--- config.mk ---
export PLATFORM = sky130hd
export DESIGN_NAME = issue_window_receiver_flat
export DESIGN_NICKNAME = d
export VERILOG_FILES = /design/src/rtl/issue_window_if.sv /design/src/rtl/issue_window_receiver.sv /design/src/flat_wrapper.sv
export SDC_FILE = /design/constraint.sdc
export NUM_CORES = 1
export LEC_CHECK = 0
export CAP_MARGIN = 10
export CORE_MARGIN = 10
export CORE_UTILIZATION = 55
export DETAILED_ROUTE_END_ITERATION = 6
export PLACE_DENSITY = 0.74
export SLEW_MARGIN = 10
export SYNTH_ARGS = -nofsm -noshare
export SYNTH_HDL_FRONTEND = slang
export SYNTH_SLANG_ARGS = --single-unit
--- constraint.sdc ---
create_clock -name clk -period 16.7 [get_ports clk]
set_clock_uncertainty 0.1 [all_clocks]
set_input_delay 3.34 -clock clk [delete_from_list [all_inputs] [get_ports clk]]
set_output_delay 3.34 -clock clk [all_outputs]
set_load 0.02 [all_outputs]
--- src/rtl/issue_window_if.sv ---
// Issue broadcast / positioner / MAC-consumer signal bundle for one allocator receiver.
// Latency: none, pure wiring.
// Backpressure: issue_block back to the broadcaster; out_valid/out_ready toward the MAC datapath.
interface issue_window_if #(
  parameter int DATA_W = 18
);
  logic [7:0]        positioner_x;
  logic [7:0]        positioner_y;
  logic              positioner_sel;
  logic [1:0]        filter_halfsize;
  logic [8:0]        image_depth;
  logic [7:0]        issue_x;
  logic [7:0]        issue_y;
  logic [DATA_W-1:0] issue_data;
  logic              issue_en;
  logic              issue_block;
  logic [DATA_W-1:0] out_data;
  logic [2:0]        out_dx;
  logic [2:0]        out_dy;
  logic              out_valid;
  logic              out_ready;
  logic              window_done;
  logic              overflow;
  logic              busy;

  // Positioner, broadcaster and MAC consumer side
  modport master (
    output positioner_x, positioner_y, positioner_sel, filter_halfsize, image_depth,
    output issue_x, issue_y, issue_data, issue_en, out_ready,
    input  issue_block, out_data, out_dx, out_dy, out_valid, window_done, overflow, busy
  );

  // Receiver side
  modport slave (
    input  positioner_x, positioner_y, positioner_sel, filter_halfsize, image_depth,
    input  issue_x, issue_y, issue_data, issue_en, out_ready,
    output issue_block, out_data, out_dx, out_dy, out_valid, window_done, overflow, busy
  );
endinterface

--- src/rtl/issue_window_receiver.sv ---
// Captures in-window beats of the issue broadcast into a FWFT FIFO tagged with tap (dx,dy).
// Latency: beat accepted at edge N is visible at the FIFO head in cycle N+1 when empty.
// Backpressure: registered issue_block once occupancy >= depth-2; beats on a full FIFO are dropped (sticky overflow).
module issue_window_receiver #(
  parameter int FIFO_DEPTH = 16,
  parameter int DATA_W     = 18
) (
  input  logic          clk,
  input  logic          rst,
  issue_window_if.slave bus
);
  localparam int AW = $clog2(FIFO_DEPTH);
  localparam int CW = AW + 1;
  localparam int EW = DATA_W + 6;
  localparam logic [CW-1:0] FULL_LVL  = CW'(FIFO_DEPTH);
  localparam logic [CW-1:0] BLOCK_LVL = CW'(FIFO_DEPTH - 2);

  typedef enum logic {
    IDLE    = 1'b0,
    CAPTURE = 1'b1
  } state_t;

  state_t state_q, state_d;

  // Window configuration latched at select
  logic [7:0]  cx_q, cy_q;
  logic [1:0]  hs_q;
  logic [14:0] total_q;
  logic [14:0] beat_cnt_q;

  // Expected beat count: (2hs+1)^2 taps times channel depth
  logic [2:0]  side;
  logic [5:0]  side_sq;
  logic [14:0] total_calc;
  assign side       = {bus.filter_halfsize, 1'b1};
  assign side_sq    = {3'b000, side} * {3'b000, side};
  assign total_calc = {9'd0, side_sq} * {6'd0, bus.image_depth};

  // Window test done in 9 bits so a centre near 255 never wraps onto x=0/1
  logic [8:0] hs9, x9, y9, cx9, cy9;
  logic       in_x, in_y, in_win;
  logic [2:0] dx, dy;
  assign hs9    = {7'd0, hs_q};
  assign x9     = {1'b0, bus.issue_x};
  assign y9     = {1'b0, bus.issue_y};
  assign cx9    = {1'b0, cx_q};
  assign cy9    = {1'b0, cy_q};
  assign in_x   = (x9 + hs9 >= cx9) && (x9 <= cx9 + hs9);
  assign in_y   = (y9 + hs9 >= cy9) && (y9 <= cy9 + hs9);
  assign in_win = in_x && in_y;
  // Tap offsets only need the low 3 bits; modular arithmetic keeps them exact
  assign dx = bus.issue_x[2:0] - cx_q[2:0] + {1'b0, hs_q};
  assign dy = bus.issue_y[2:0] - cy_q[2:0] + {1'b0, hs_q};

  // Capture FIFO storage and bookkeeping
  logic [EW-1:0] mem [FIFO_DEPTH];
  logic [AW-1:0] wr_ptr_q, rd_ptr_q;
  logic [CW-1:0] count_q, count_d;
  logic          fifo_vld, fifo_full;
  logic [EW-1:0] head;
  assign fifo_vld  = (count_q != '0);
  assign fifo_full = (count_q == FULL_LVL);
  assign head      = mem[rd_ptr_q];

  // Select wins over everything in its cycle: same-cycle beat ignored, pop suppressed by flush
  logic beat, do_push, do_pop, drop, last_beat;
  assign beat      = (state_q == CAPTURE) && bus.issue_en && in_win && !bus.positioner_sel;
  assign do_pop    = fifo_vld && bus.out_ready && !bus.positioner_sel;
  assign do_push   = beat && (!fifo_full || do_pop);
  assign drop      = beat && fifo_full && !do_pop;
  assign last_beat = beat && ((beat_cnt_q + 15'd1) == total_q);

  // Next-state logic for the capture FSM
  always_comb begin
    state_d = state_q;
    case (state_q)
      IDLE:    if (bus.positioner_sel) state_d = CAPTURE;
      CAPTURE: begin
        if (bus.positioner_sel) state_d = CAPTURE;
        else if (last_beat)     state_d = IDLE;
      end
      default: state_d = IDLE;
    endcase
  end

  // State register
  always_ff @(posedge clk) begin
    if (rst) state_q <= IDLE;
    else     state_q <= state_d;
  end

  // Latch window centre, halfsize and expected total on select
  always_ff @(posedge clk) begin
    if (rst) begin
      cx_q    <= '0;
      cy_q    <= '0;
      hs_q    <= '0;
      total_q <= '0;
    end else if (bus.positioner_sel) begin
      cx_q    <= bus.positioner_x;
      cy_q    <= bus.positioner_y;
      hs_q    <= bus.filter_halfsize;
      total_q <= total_calc;
    end
  end

  // Beat counter counts every in-window beat, including ones dropped on overflow
  always_ff @(posedge clk) begin
    if (rst)                     beat_cnt_q <= '0;
    else if (bus.positioner_sel) beat_cnt_q <= '0;
    else if (beat)               beat_cnt_q <= beat_cnt_q + 15'd1;
  end

  // Post-update FIFO occupancy
  always_comb begin
    count_d = count_q;
    if (bus.positioner_sel)     count_d = '0;
    else if (do_push && !do_pop) count_d = count_q + 1'b1;
    else if (!do_push && do_pop) count_d = count_q - 1'b1;
  end

  // FIFO pointers and occupancy; select flushes the FIFO
  always_ff @(posedge clk) begin
    if (rst || bus.positioner_sel) begin
      wr_ptr_q <= '0;
      rd_ptr_q <= '0;
      count_q  <= '0;
    end else begin
      if (do_push) wr_ptr_q <= wr_ptr_q + 1'b1;
      if (do_pop)  rd_ptr_q <= rd_ptr_q + 1'b1;
      count_q <= count_d;
    end
  end

  // FIFO storage write; contents are qualified by occupancy so no reset is needed
  always_ff @(posedge clk) begin
    if (do_push) mem[wr_ptr_q] <= {dx, dy, bus.issue_data};
  end

  // Registered status: early block with a 2-entry margin, done pulse, sticky overflow
  logic issue_block_q, window_done_q, overflow_q;
  always_ff @(posedge clk) begin
    if (rst) begin
      issue_block_q <= 1'b0;
      window_done_q <= 1'b0;
      overflow_q    <= 1'b0;
    end else begin
      issue_block_q <= (count_d >= BLOCK_LVL);
      window_done_q <= last_beat;
      if (drop) overflow_q <= 1'b1;
    end
  end

  assign bus.issue_block = issue_block_q;
  assign bus.window_done = window_done_q;
  assign bus.overflow    = overflow_q;
  assign bus.busy        = (state_q == CAPTURE);
  assign bus.out_valid   = fifo_vld;
  assign {bus.out_dx, bus.out_dy, bus.out_data} = fifo_vld ? head : '0;
endmodule

--- src/flat_wrapper.sv ---
// flat-port wrapper written by rule: the top's interface ports become plain ports
module issue_window_receiver_flat 
#(
  parameter int FIFO_DEPTH = 16,
  parameter int DATA_W     = 18
)
  (clk, rst, bus_positioner_x, bus_positioner_y, bus_positioner_sel, bus_filter_halfsize, bus_image_depth, bus_issue_x, bus_issue_y, bus_issue_data, bus_issue_en, bus_out_ready, bus_issue_block, bus_out_data, bus_out_dx, bus_out_dy, bus_out_valid, bus_window_done, bus_overflow, bus_busy);
  issue_window_if #(.DATA_W(DATA_W)) bus_i ();
  input  logic clk;
  input  logic rst;
  input wire logic [$bits(bus_i.positioner_x)-1:0] bus_positioner_x;
  input wire logic [$bits(bus_i.positioner_y)-1:0] bus_positioner_y;
  input wire logic [$bits(bus_i.positioner_sel)-1:0] bus_positioner_sel;
  input wire logic [$bits(bus_i.filter_halfsize)-1:0] bus_filter_halfsize;
  input wire logic [$bits(bus_i.image_depth)-1:0] bus_image_depth;
  input wire logic [$bits(bus_i.issue_x)-1:0] bus_issue_x;
  input wire logic [$bits(bus_i.issue_y)-1:0] bus_issue_y;
  input wire logic [$bits(bus_i.issue_data)-1:0] bus_issue_data;
  input wire logic [$bits(bus_i.issue_en)-1:0] bus_issue_en;
  input wire logic [$bits(bus_i.out_ready)-1:0] bus_out_ready;
  output wire logic [$bits(bus_i.issue_block)-1:0] bus_issue_block;
  output wire logic [$bits(bus_i.out_data)-1:0] bus_out_data;
  output wire logic [$bits(bus_i.out_dx)-1:0] bus_out_dx;
  output wire logic [$bits(bus_i.out_dy)-1:0] bus_out_dy;
  output wire logic [$bits(bus_i.out_valid)-1:0] bus_out_valid;
  output wire logic [$bits(bus_i.window_done)-1:0] bus_window_done;
  output wire logic [$bits(bus_i.overflow)-1:0] bus_overflow;
  output wire logic [$bits(bus_i.busy)-1:0] bus_busy;
  assign bus_i.positioner_x = bus_positioner_x;
  assign bus_i.positioner_y = bus_positioner_y;
  assign bus_i.positioner_sel = bus_positioner_sel;
  assign bus_i.filter_halfsize = bus_filter_halfsize;
  assign bus_i.image_depth = bus_image_depth;
  assign bus_i.issue_x = bus_issue_x;
  assign bus_i.issue_y = bus_issue_y;
  assign bus_i.issue_data = bus_issue_data;
  assign bus_i.issue_en = bus_issue_en;
  assign bus_i.out_ready = bus_out_ready;
  assign bus_issue_block = bus_i.issue_block;
  assign bus_out_data = bus_i.out_data;
  assign bus_out_dx = bus_i.out_dx;
  assign bus_out_dy = bus_i.out_dy;
  assign bus_out_valid = bus_i.out_valid;
  assign bus_window_done = bus_i.window_done;
  assign bus_overflow = bus_i.overflow;
  assign bus_busy = bus_i.busy;
  issue_window_receiver #(.FIFO_DEPTH(FIFO_DEPTH), .DATA_W(DATA_W)) u_core (.clk(clk), .rst(rst), .bus(bus_i));
endmodule
**Word level (Yosys, flattened, before mapping)**

Memories as Yosys holds them, arrays and structs flattened. A register that Yosys moved wholly into a read port is not among the register bits.
Index checks and enable logic that the tools add are counted.
Widths: inputs -> output; s select.

- $add $sub $neg: 13
- Muxes and demuxes: 12
- Bitwise operators: 1
- Reduce and logical (&&, ||, !) cells: 22
- $lt $le $gt $ge: 5
- Eq/ne operators: 2
- Multiply operators: 2

Operator list:

| cell | number |
|---|---|
| $add 8x2->9 | 4 |
| $mux 24 | 1 |
| $ge 9x8->1 | 2 |
| $le 8x9->1 | 2 |
| $add 15x1->15 const B | 1 |
| $eq 15x15->1 | 1 |
| $mul 6x9->15 | 1 |
| $mux 5 | 3 |
| $logic_and 1x1->1 | 14 |
| $add 4x1->4 const B | 2 |
| $mux 4 | 2 |
| $add 3x2->3 | 2 |
| $mul 3x3->6 | 1 |
| $sub 3x3->3 | 2 |
| $add 5x1->5 const B | 1 |
| $eq 5x5->1 const B | 1 |
| $ge 5x4->1 const B | 1 |
| $mux 1 | 5 |
| $reduce_bool 5->1 | 1 |
| $sub 5x1->5 const B | 1 |
| $logic_not 1->1 | 4 |
| $logic_or 1x1->1 | 2 |
| $pmux 1 s2 | 1 |
| $reduce_or 2->1 | 1 |
| $not 1->1 | 1 |

- Register bits: 65
- Output and inout port bits: 29
- Input port bits: 66
- Memory bits (writable): 384
- Memories: 1
- Logic and storage cells: 70

Memory list:

| memory | depth | bits a word | rd ports | clocked after Yosys merged registers in | write ports | RTL line | source |
|---|---|---|---|---|---|---|---|
| u_core.mem | 16 | 24 | 1 | 1 | 1 | issue_window_receiver.sv:56 | `logic [EW-1:0] mem [FIFO_DEPTH];` |

**Logic depth before layout (Yosys ltp)**

Gate-level depths: netlist (run 1).

- Word-level depth: 13
- Gate-level depth with buffers: 22
- Mapped depth without buffers: 21

**Worst setup path after synthesis (run 1)**

OpenSTA, ideal clock, no wires.

- Path kind: input -> register
- Start: input port bus_issue_y[0]
- End: memory u_core.mem[0][0] (netlist name), enable pin
- Slack: 8.797 ns
- Required time: 16.165 ns
- Setup time: 0.435 ns
- Arrival: 7.368 ns
- Path buffers: 2
- Cell stages on the path: 15
- Path through: ha_1 > fa_1 > and2_1 > nand4_1 > xnor2_1 > ha_1 > o2111ai_1 > nor2_1 > o31ai_1 > a32oi_2 > and3_4 > buf_8 > buf_4 > nand3_1 > nor3_1

- Word-level cells in the longest chain between the ends: 9
- Elaborated cells on any way between the ends: 10
- Those cells by class: add/sub: 1; order compare: 2; mux: 2; reduce/logical: 5

Ends and longest elaborated chain:

| item | RTL line | source |
|---|---|---|
| from (decl) | flat_wrapper.sv:17 | `input wire logic [$bits(bus_i.issue_y)-1:0] bus_issue_y;` |
| $add 8x2->9 | issue_window_receiver.sv:49 | `assign in_y = (y9 + hs9 >= cy9) && (y9 <= cy9 + hs9);` |
| $ge 9x8->1 | issue_window_receiver.sv:49 |  |
| $logic_and 1x1->1 (*) | issue_window_receiver.sv:49 |  |
| $logic_and 1x1->1 (*) | issue_window_receiver.sv:50 | `assign in_win = in_x && in_y;` |
| $logic_and 1x1->1 (*) (2 in a row) | issue_window_receiver.sv:67 | `assign beat = (state_q == CAPTURE) && bus.issue_en && in_win && !bus.positioner_sel;` |
| $logic_and 1x1->1 (*) | issue_window_receiver.sv:69 | `assign do_push = beat && (!fifo_full \|\| do_pop);` |
| $mux 1 (*) | issue_window_receiver.sv:137 | `if (do_push) mem[wr_ptr_q] <= {dx, dy, bus.issue_data};` |
| $mux 1 (not written as such) (*) | issue_window_receiver.sv:137 |  |
| to (decl) | issue_window_receiver.sv:56 |  |

Every way passes the cells marked *; elsewhere a longest branch is shown, timed or not.

**Worst setup path in the final report (run 1)**

- Start: input port bus_filter_halfsize[0]
- End: register u_core.total_q[14]

- Word-level cells in the longest chain between the ends: 2

Ends and longest elaborated chain:

| item | RTL line | source |
|---|---|---|
| from (decl) | flat_wrapper.sv:14 | `input wire logic [$bits(bus_i.filter_halfsize)-1:0] bus_filter_halfsize;` |
| $mul 3x3->6 | issue_window_receiver.sv:36 | `assign side_sq = {3'b000, side} * {3'b000, side};` |
| $mul 6x9->15 | issue_window_receiver.sv:37 | `assign total_calc = {9'd0, side_sq} * {6'd0, bus.image_depth};` |
| to (signal assigned) | issue_window_receiver.sv:103 | `total_q <= total_calc;` |
| to (decl) | issue_window_receiver.sv:28 | `logic [14:0] total_q;` |

No other way between the ends.
A chain may end at the register's enable or synchronous reset.

==> results of run 1 <==
-- final cells by class --
| type | count | area, sq um | area share [%] |
|---|---|---|---|
| Sequential cell | 453 | 12900 | 54.5 |
| Multi-Input combinational cell | 700 | 7370 | 31.1 |
| Clock buffer | 59 | 1190 | 5.01 |
| Timing Repair Buffer | 114 | 1090 | 4.58 |
| Tap cell | 504 | 631 | 2.66 |
| Inverter | 75 | 282 | 1.19 |
| Clock inverter | 22 | 228 | 0.961 |
-- final timing paths --
kind	depth (start not counted)	from	to	slack, ns
worst max-delay path	19	bus_filter_halfsize[0]	u_core.total_q[14]$_SDFFE_PP0P_	8.57
worst min-delay path	2	u_core.total_q[5]$_SDFFE_PP0P_	u_core.total_q[5]$_SDFFE_PP0P_	0.40
worst max register to register	12	u_core.hs_q[0]$_SDFFE_PP0P_	u_core.mem[15][2]$_DFFE_PP_	11.84
worst min register to register	2	u_core.total_q[5]$_SDFFE_PP0P_	u_core.total_q[5]$_SDFFE_PP0P_	0.40
-- sequential cells by signal, indices dropped and copies added, names as in the netlist, 2 cells and up, named ones only --
signal             cells
u_core.hs_q            2
u_core.mem           384
u_core.beat_cnt_q     15
u_core.total_q        15
u_core.wr_ptr_q        4
u_core.rd_ptr_q        4
u_core.count_q         5
u_core.cy_q            8
u_core.cx_q            8
-- kinds of logic after synthesis --
group / Yosys count / synth area share [%]
flops: 453 / 62.4
simple gates: 281 / 6.95
mux: 151 / 14.6
buf+inv: 122 / 2.33
fa+ha+maj: 110 / 7.70
compound gates: 80 / 2.76
xor+xnor: 78 / 3.30
-- power by group --
group	switching, uW	internal [uW]
clock network	418	553
logic	129	101
registers	10.7	1250
total	558	1910
-- metal layers --
metal	wire [um]	share of wire, %
met1	18600	42
met2	21600	49
met3	3030	6.9
met4	819	1.9
met5	0	0
-- through the flow --
stage | instance area (sq um) | hold slack (ns) | setup WS (ns)
global placement | 22300 | 0.383 | 8.13
global route | 23700 | 0.418 | 8.11
detailed placement | 22300 | 0.394 | 7.97
CTS | 23700 | 0.402 | 8.57
floorplan | 20700 | 0.360 | 8.80
finish | 23700 | 0.396 | 8.57
-- Yosys cell counts, types with 3 or more instances --
library cell  count
edfxtp_1        384
mux4_2          120
nor2_1           87
ha_1             81
inv_1            72
dfxtp_1          69
xnor2_1          47
and2_1           46
nand2_1          37
clkbuf_1         34
nand3_1          32
mux2i_1          31
xor2_1           31
fa_1             29
a21oi_1          20
nor3_1           19
o21ai_0          14
nand4_1          11
nor2b_1          10
nand2b_1          9
a21o_1            7
buf_1             6
and3_1            5
buf_2             4
or2_2             4
a211oi_1          3
a21boi_0          3
a31oi_1           3
nand4b_1          3
nor3b_1           3
o2111ai_1         3
o21a_1            3
o311ai_0          3
-- tightest hold or removal path: cells and delay by family, from the launching register on --
family | cells | cell delay, ns
AO/OA/AOI/OAI | 1 | 0.04
flip-flops | 1 | 0.32
AND/OR/NAND/NOR | 1 | 0.08
==> results by group, run 1 <==
Run status
  • Outcome: finished clean

GRT
  • Gr ovfl total: 0
  • Global routing usage on met2: between 30% and 40%
  • M3 GR Usage: ~3.3%
  • Largest net degree at the start of global routing: 51
  • First-pass GRT wire length: 68,000 um
  • Vias in the first global route: between 10,000 and 15,000
  • Initial antenna violation count: 0
  • Most Used Layer, Global Route: met2
  • Met1 GRT Util: between 20% and 30%
  • GRT Overall Usage: about a fifth

Setup path
  • Most Frequent Cell on Critical Path: fa_1
  • Setup CP Type: in -> reg
  • Worst-path cell chain: clkdlybuf4s50_1 > inv_1 > ha_1 > xor2_1 > xnor2_1 > and2_1 > ha_1 > inv_1 > fa_1 > fa_1 > fa_1 > nor2b_1 > o21ai_0 > a21boi_0 > o21ai_0 > a21boi_0 > o2111ai_1 > a311o_1 > nand3_1
  • CP max FO: 10
  • CP endpoint kind: flip-flop
  • CP Launch Type: input pin
  • CP delay by family, top: adder cells
  • CP required: around 17 ns
  • Worst path max stage delay: approximately 0.54 ns
  • Crit path buf inv count: 3
  • Slowest cell on crit path: clkdlybuf4s50_1
  • Crit path DAT: 8.54 ns

Synth
  • Most used DFF post-synth: edfxtp_1
  • Synthesized net count: 1,451
  • Async set or reset register ratio after synthesis: 0%
  • Cells after Synth: 1,275
  • Synth warn: 0
  • Most area-consuming cells after synthesis: edfxtp_1 56%, mux4_2 13%, dfxtp_1 6.7%
  • Syn_area_per_cell: between 15 and 20 sq um
  • Synth area leader: edfxtp_1
  • Top cell type's share of synthesized area: ~56%
  • Register area share after synthesis: between 60% and 70%
  • EDFF count, synth: ~380
  • Netlist cell types: 63
  • Yosys reg bits: approximately 450
  • Syn Std Cell Area: just over 20,000 sq um

Detailed routing
  • Antenna violation net count after detailed routing: 0
  • Vias: between 10,000 and 15,000
  • DR WL/cell: 22.8 um
  • Final wirelength: 44,000 um
  • Via-to-Cell Ratio: about 5.9
  • Drt first-iter violations: a little over 900
  • 1st-pass router iterations: 5
  • Drt drc: 0

CTS
  • Worst-Skew Late Latency: about 0.57 ns
  • Reg clk slew, reported paths: about 0.060 ns
  • Post_cts resized: 0
  • CTS Buf Count: between 40 and 50
  • H-tree depth: 2
  • # hold bufs at CTS: 0
  • CTS tree: yes
  • # clock sinks: 453
  • Clock Path Buffers: 3
  • CTS root buffer: clkbuf_16
  • Post-CTS setup buffer count: 0

Finish
  • Commonest cells after routing, fill and taps aside: 384 x edfxtp_1, 120 x mux4_2, 93 x clkdlybuf4s50_1
  • Layout Nets: about 1,600
  • Most common cell after layout, fill and taps aside: edfxtp_1
  • P&R area growth vs syn: 14.6%
  • Fill count: between 2,000 and 3,000
  • Utilization after layout: about 64%
  • Diode count: 0
  • Fin cells: around 1,900
  • Share of cells above drive strength 1: between 15 and 20%

Placed design
  • Routability-driven placement congestion ratio: around 0.84
  • Placed insts: around 1,800
  • I/O Buffers: between 90 and 100
  • Post-DP HPWL: 25,000 um

Timing
  • Final-report hold violation count: 0
  • Final Slew Violations: 0
  • Fmax: 123 MHz
  • Final setup viols: 0
  • Worst Max-Slew Pin Slew: 1.14 ns
  • Slew HR: 24.1%
  • Unrepaired setup endpoints after global routing: no
  • Final worst-path cycle share: around half
  • Setup tns final: 0 ns
  • Fin crit period: roughly 8 ns

Worst hold path
  • Worst min-delay path category: reg -> reg

Power and ir drop
  • Total Power: 2470 uW
  • LEAKAGE: 0.00804 uW
  • Pwr/cell area: around 100 nW/um^2
  • Worst VDD drop: approximately 0.074 mV

Die
  • Die area: ~46,000 sq um
  • Io pins: 95
  • Initial Util: a little under three fifths
  • Die Span X: about 210 um
  • Rows: 70
  • Core area: roughly 37,000 sq um
  • Die height: between 200 and 250 um

Run
  • Max Cap Viol: 0
(Power assumes the default switching activity.)
==> run 2: changes to the inputs <==
clock period = 7.8 ns   (was 16.7 ns; I/O delays follow)
==> results by group, run 2 (synthesis results as in run 1) <==
GRT
  • Vias in the first global route: 11,800 (+0.45%)
  • GRT Overall Usage: 18.5% (-0.46 points)
  • Largest net degree at the start of global routing: 60 (+18%)
  • Initial antenna violation count: 0 (unchanged)
  • Gr ovfl total: 0 (unchanged)
  • First-pass GRT wire length: 67,200 um (-1.1%)

Finish
  • Biggest registers after layout: u_core.mem: 384 flops, u_core.beat_cnt_q: 15 flops, u_core.total_q: 15 flops
  • Share of cells above drive strength 1: 16.8% (-0.070 points)
  • Commonest cells after routing, fill and taps aside: 384 x edfxtp_1, 120 x mux4_2, 93 x clkdlybuf4s50_1
  • Largest Register: u_core.mem
  • Diode count: 0 (unchanged)
  • Largest register FFs: 384 (unchanged)
  • Final Instance Area: 23,800 sq um (+0.27%)
  • P&R area growth vs syn: 14.9%
  • Layout Nets: 1,565 (unchanged)
  • Most common cell after layout, fill and taps aside: edfxtp_1

Timing
  • Final worst-path cycle share: around 82%
  • Fmax: 156 MHz
  • Unrepaired setup endpoints after global routing: no
  • Fin crit period: 6.42 ns
  • Slew HR: 27.7% (+3.6 points)
  • Final Slew Violations: 0 (unchanged)
  • Final setup viols: 0 (unchanged)
  • Worst Max-Slew Pin Slew: 1.08 ns (-0.0535 ns)
  • Final-report hold violation count: 0 (unchanged)
  • Setup tns final: 0 ns (unchanged)

CTS
  • H-tree depth: 2 (unchanged)
  • # clock sinks: 453 (unchanged)
  • # hold bufs at CTS: 0 (unchanged)
  • Post-CTS setup buffer count: 0 (unchanged)
  • Worst-Skew Late Latency: 0.56 ns (about the same)
  • Reg clk slew, reported paths: 0.06 ns (about the same)
  • Clock Path Buffers: 3 (unchanged)
  • CTS tree: yes
  • CTS Buf Count: 46 (+2.2%)
  • CTS root buffer: clkbuf_16
  • Post_cts resized: 0 (unchanged)

Detailed routing
  • 1st-pass router iterations: 4 (-1)
  • Drt first-iter violations: 681 (-25%)
  • Vias: 11,100 (-1.5%)
  • Antenna violation net count after detailed routing: 0 (unchanged)
  • Drt drc: 0 (unchanged)
  • Via-to-Cell Ratio: 5.79 (-1.2%)
  • DR WL/cell: 21.9 um (-3.9%)
  • Final wirelength: 42,100 um (-4.2%)

Setup path
  • CP max FO: 10 (unchanged)
  • R2r setup slk: 2.99 ns (-8.85 ns)
  • FF-to-FF path depth: 13 (+1)
  • CP endpoint kind: flip-flop
  • Endpoint of the worst register-to-register path: u_core.mem[15][13]$_DFFE_PP_
  • CP Launch Type: input pin
  • Crit path DAT: 6.82 ns (-1.72 ns)
  • Setup CP Type: in -> reg
  • CP required: 8.20 ns (-8.91 ns)
  • FF-to-FF Start: u_core.hs_q[0]$_SDFFE_PP0P_

Power and ir drop
  • Pwr/cell area: 226 nW/um^2 (+120%)
  • Worst VDD drop: 0.165 mV (+120%)
  • Total Power: 5380 uW (+120%)
  • LEAKAGE: 0.00805 uW (+0.19%)

Worst hold path
  • Hold path depth: 2 (unchanged)
  • Worst min-delay path category: reg -> reg
  • Hold Path Sink: u_core.cx_q[6]$_SDFFE_PP0P_
  • Launch point of the worst hold path: u_core.cx_q[6]$_SDFFE_PP0P_

Run
  • Max Cap Viol: 0 (unchanged)

Placed design
  • Placed instance area: 22,300 sq um (about the same)
  • I/O Buffers: 94 (unchanged)
  • Post-DP HPWL: 24,800 um (-0.80%)
  • Routability-driven placement congestion ratio: 0.842 (+0.61%)

Die
  • Io pins: 95 (unchanged)
  • Initial Util: 56.1% (unchanged)
  • Rows: 70 (unchanged)
  • Die height: 214 um (unchanged)
  • Core area: 36,900 sq um (unchanged)
  • Die Span X: 214 um (unchanged)
  • Die area: 45,800 sq um (unchanged)

Run status
  • Outcome: finished clean
[run 2: cell types whose count changed in the layout (fill, tap and decap cells not counted), moves of 2 or more]
| cell | change |
|---|---|
| inv_6 | +3 |
| clkbuf_1 | -3 |
| bufinv_16 | +2 |
| buf_4 | -2 |
| clkinv_2 | -7 |
[run 2: metal layers]
layer / vias to the layer above / global-route usage (%) / part of all wire (%)
li1: 5080 / - / -
met1: 5668 / 24.7 / 44
met2: 313 / 31.0 / 50
met3: 60 / 3.11 / 5.0
met4: 0 / 4.81 / 1.9
met5: - / 0 / 0
[run 2: critical path, stage by stage]
cell	delay (ns)
clkdlybuf4s50_1	0.54
inv_1	0.06
ha_1	0.42
xor2_1	0.20
xnor2_1	0.52
and2_1	0.21
ha_1	0.22
inv_1	0.06
fa_1	0.43
fa_1	0.53
fa_1	0.45
nor2b_1	0.14
o21ai_0	0.11
a21boi_0	0.24
o21ai_0	0.15
a21boi_0	0.41
o2111ai_1	0.19
a311o_1	0.29
nand3_1	0.08
[run 2: how the worst max path moves through the flow]
stage	start	to	slack (ns)	depth (start not counted)
after floorplan	bus_issue_y[0]	u_core.mem[0][0]$_DFFE_PP_	1.68	15
after global placement	bus_filter_halfsize[0]	u_core.total_q[14]$_SDFFE_PP0P_	1.02	19
after detailed placement	bus_filter_halfsize[0]	u_core.total_q[14]$_SDFFE_PP0P_	0.80	19
after CTS	bus_filter_halfsize[0]	u_core.total_q[14]$_SDFFE_PP0P_	1.38	19
after global routing	bus_filter_halfsize[0]	u_core.total_q[14]$_SDFFE_PP0P_	0.97	19
final	bus_filter_halfsize[0]	u_core.total_q[14]$_SDFFE_PP0P_	1.38	19
[run 2: per-stage QoR]
step | instances | worst slack (ns) | utilization, % | hold WS [ns]
5_1_grt | 1921 | 0.973 | 64.5 | 0.433
3_5_place_dp | 1845 | 0.801 | 60.5 | 0.382
6_report | 1921 | 1.38 | 64.5 | 0.403
3_3_place_gp | 1845 | 1.02 | 60.5 | 0.383
2_1_floorplan | 1275 | 1.68 | - | 0.360
4_1_cts | 1921 | 1.38 | 64.5 | 0.406
[run 2: layout make-up]
| cell class | count | area, sq um |
|---|---|---|
| timing repair buffer | 113 | 1090 |
| sequential | 453 | 12900 |
| tap | 504 | 631 |
| fill | 2557 | 13100 |
| clock inverter | 19 | 274 |
| clock buffer | 57 | 1200 |
| inverter | 75 | 282 |
| multi-input combinational | 700 | 7370 |
[run 2: where the power goes]
group          internal (uW)  switching [uW]
Combinational            217             279
Sequential              2690            23.4
Clock                   1270             902
Total                   4170            1200
==> run 3: changes to the inputs <==
clock period = 6.55 ns   (was 7.8 ns; I/O delays follow)
==> results by group, run 3 (synthesis results as in run 1) <==
CTS
  • # clock sinks: 453 (unchanged)
  • CTS root buffer: clkbuf_16
  • CTS Buf Count: 46 (unchanged)
  • # hold bufs at CTS: 0 (unchanged)
  • Worst-Skew Late Latency: 0.55 ns (about the same)
  • H-tree depth: 2 (unchanged)
  • Clock Path Buffers: 3 (unchanged)
  • Reg clk slew, reported paths: 0.06 ns (about the same)
  • Post_cts resized: 0 (unchanged)
  • Post-CTS setup buffer count: 0 (unchanged)
  • CTS tree: yes

Finish
  • Fill count: 2,523 (-1.3%)
  • Largest register FFs: 384 (unchanged)
  • Share of cells above drive strength 1: 17.4% (+0.61 points)
  • Largest Register: u_core.mem
  • Register area: 12,900 sq um (unchanged)
  • Diode count: 0 (unchanged)
  • Most common cell after layout, fill and taps aside: edfxtp_1
  • P&R area growth vs syn: 15.6%
  • Commonest cells after routing, fill and taps aside: 384 x edfxtp_1, 120 x mux4_2, 93 x clkdlybuf4s50_1
  • Layout Nets: 1,577 (+0.77%)
  • Area of the multi-input gates: 7380 sq um (+0.10%)
  • Biggest registers after layout: u_core.mem: 384 flops, u_core.beat_cnt_q: 15 flops, u_core.total_q: 15 flops

Setup path
  • Setup CP Type: in -> reg
  • CP delay by family, top: adder cells
  • Crit path DAT: 6.33 ns (-0.49 ns)
  • FF-to-FF Start: u_core.hs_q[0]$_SDFFE_PP0P_
  • Worst path max stage delay: 0.61 ns (+0.07 ns)
  • Slowest cell on crit path: clkdlybuf4s50_1
  • CP Launch Type: input pin
  • Crit path buf inv count: 2 (-1)
  • Most Frequent Cell on Critical Path: fa_1
  • CP required: 6.94 ns (-1.26 ns)
  • FF-to-FF path depth: 13 (unchanged)
  • CP max FO: 9 (-1)
  • Endpoint of the worst register-to-register path: u_core.mem[11][17]$_DFFE_PP_
  • CP endpoint kind: flip-flop
  • Worst-path cell chain: clkdlybuf4s50_1 > ha_1 > xor2_1 > xnor2_1 > and2_1 > ha_1 > inv_1 > fa_1 > fa_1 > fa_1 > nor2b_1 > o21ai_0 > a21boi_0 > o21ai_0 > a21boi_0 > o2111ai_1 > a311o_1 > nand3_1
  • R2r setup slk: 1.96 ns (-1.03 ns)

Power and ir drop
  • Total Power: 6370 uW (+18%)
  • Worst VDD drop: 0.208 mV (+26%)
  • Pwr/cell area: 266 nW/um^2 (+18%)
  • LEAKAGE: 0.00813 uW (+0.97%)

Detailed routing
  • Vias: 11,200 (+0.31%)
  • 1st-pass router iterations: 5 (+1)
  • Drt first-iter violations: 743 (+9.1%)
  • DR WL/cell: 21.8 um (-0.50%)
  • Drt drc: 0 (unchanged)
  • Via-to-Cell Ratio: 5.75 (-0.67%)
  • Final wirelength: 42,400 um (+0.48%)
  • Antenna violation net count after detailed routing: 0 (unchanged)

Run
  • Max Cap Viol: 0 (unchanged)

Timing
  • Fmax: ~170 MHz
  • Worst Max-Slew Pin Slew: 1.14 ns (+0.0575 ns)
  • Final-report hold violation count: 0 (unchanged)
  • Setup tns final: 0 ns (unchanged)
  • Unrepaired setup endpoints after global routing: no
  • Final setup viols: 0 (unchanged)
  • Final worst-path cycle share: between 90% and 100%
  • Slew HR: 24.0% (-3.7 points)
  • Final Slew Violations: 0 (unchanged)
  • Fin crit period: 5.93 ns

Worst hold path
  • Hold Path Sink: u_core.total_q[5]$_SDFFE_PP0P_
  • Hold path depth: 2 (unchanged)
  • Worst min-delay path category: reg -> reg
  • Launch point of the worst hold path: u_core.total_q[5]$_SDFFE_PP0P_

GRT
  • Initial antenna violation count: 0 (unchanged)
  • First-pass GRT wire length: 67,200 um (about the same)
  • Gr ovfl total: 0 (unchanged)
  • Vias in the first global route: 11,800 (+0.034%)
  • Largest net degree at the start of global routing: 55 (-8.3%)
  • GRT Overall Usage: 18.5% (-0.032 points)

Placed design
  • Routability-driven placement congestion ratio: 0.842 (about the same)
  • I/O Buffers: 94 (unchanged)
  • Post-DP HPWL: 26,700 um (+7.9%)

Die
  • Rows: 70 (unchanged)
  • Die area: 45,800 sq um (unchanged)
  • Die Span X: 214 um (unchanged)
  • Die height: 214 um (unchanged)
  • Core area: 36,900 sq um (unchanged)
  • Initial Util: 56.1% (unchanged)
  • Io pins: 95 (unchanged)

Run status
  • Outcome: finished clean
[run 3: worst max path at each step]
stage / slack [ns] / startpoint / to / depth (start not counted)
after global routing: 0.13 / bus_filter_halfsize[0] / u_core.total_q[14]$_SDFFE_PP0P_ / 19
after CTS: 0.60 / bus_filter_halfsize[0] / u_core.total_q[13]$_SDFFE_PP0P_ / 20
after global placement: 0.16 / bus_filter_halfsize[0] / u_core.total_q[13]$_SDFFE_PP0P_ / 20
after floorplan: 0.68 / bus_issue_y[0] / u_core.mem[0][0]$_DFFE_PP_ / 15
final: 0.62 / bus_filter_halfsize[1] / u_core.total_q[14]$_SDFFE_PP0P_ / 18
after detailed placement: 0.03 / bus_filter_halfsize[0] / u_core.total_q[13]$_SDFFE_PP0P_ / 20
[run 3: tightest hold or removal path: stages, from the launching register on]
cell,delay (ns)
dfxtp_1,0.31
nor2_1,0.08
a211oi_1,0.04
[run 3: through the flow]
step / setup slack [ns] / instances / utilization [%] / hold slack, ns / area (sq um)
detailed placement: 0.0303 / 1857 / 60.9 / 0.384 / 22400
finish: 0.618 / 1940 / 64.9 / 0.389 / 23900
CTS: 0.596 / 1940 / 64.9 / 0.392 / 23900
global placement: 0.158 / 1857 / 60.9 / 0.384 / 22400
global route: 0.131 / 1940 / 64.9 / 0.414 / 23900
floorplan: 0.677 / 1275 / - / 0.360 / 20700
[run 3: per-layer routing]
metal	up-vias	track usage [%]	wire, um
met5	-	0	0
met3	63	3.75	2680
met2	340	31.2	21400
met4	0	4.26	709
met1	5634	24.2	17500
li1	5119	-	-
[run 3: where the power goes]
group          switching [uW]  internal (uW)
Clock                    1060           1500
Sequential               28.7           3200
Combinational             327            258
Total                    1410           4950
[run 3: final cells by class]
cell class | instances | share of cell area, %
tap | 504 | 2.64
timing repair buffer | 125 | 5.20
inverter | 75 | 1.18
clock buffer | 58 | 5.00
multi-input combinational | 700 | 30.8
sequential | 453 | 54.0
clock inverter | 25 | 1.15
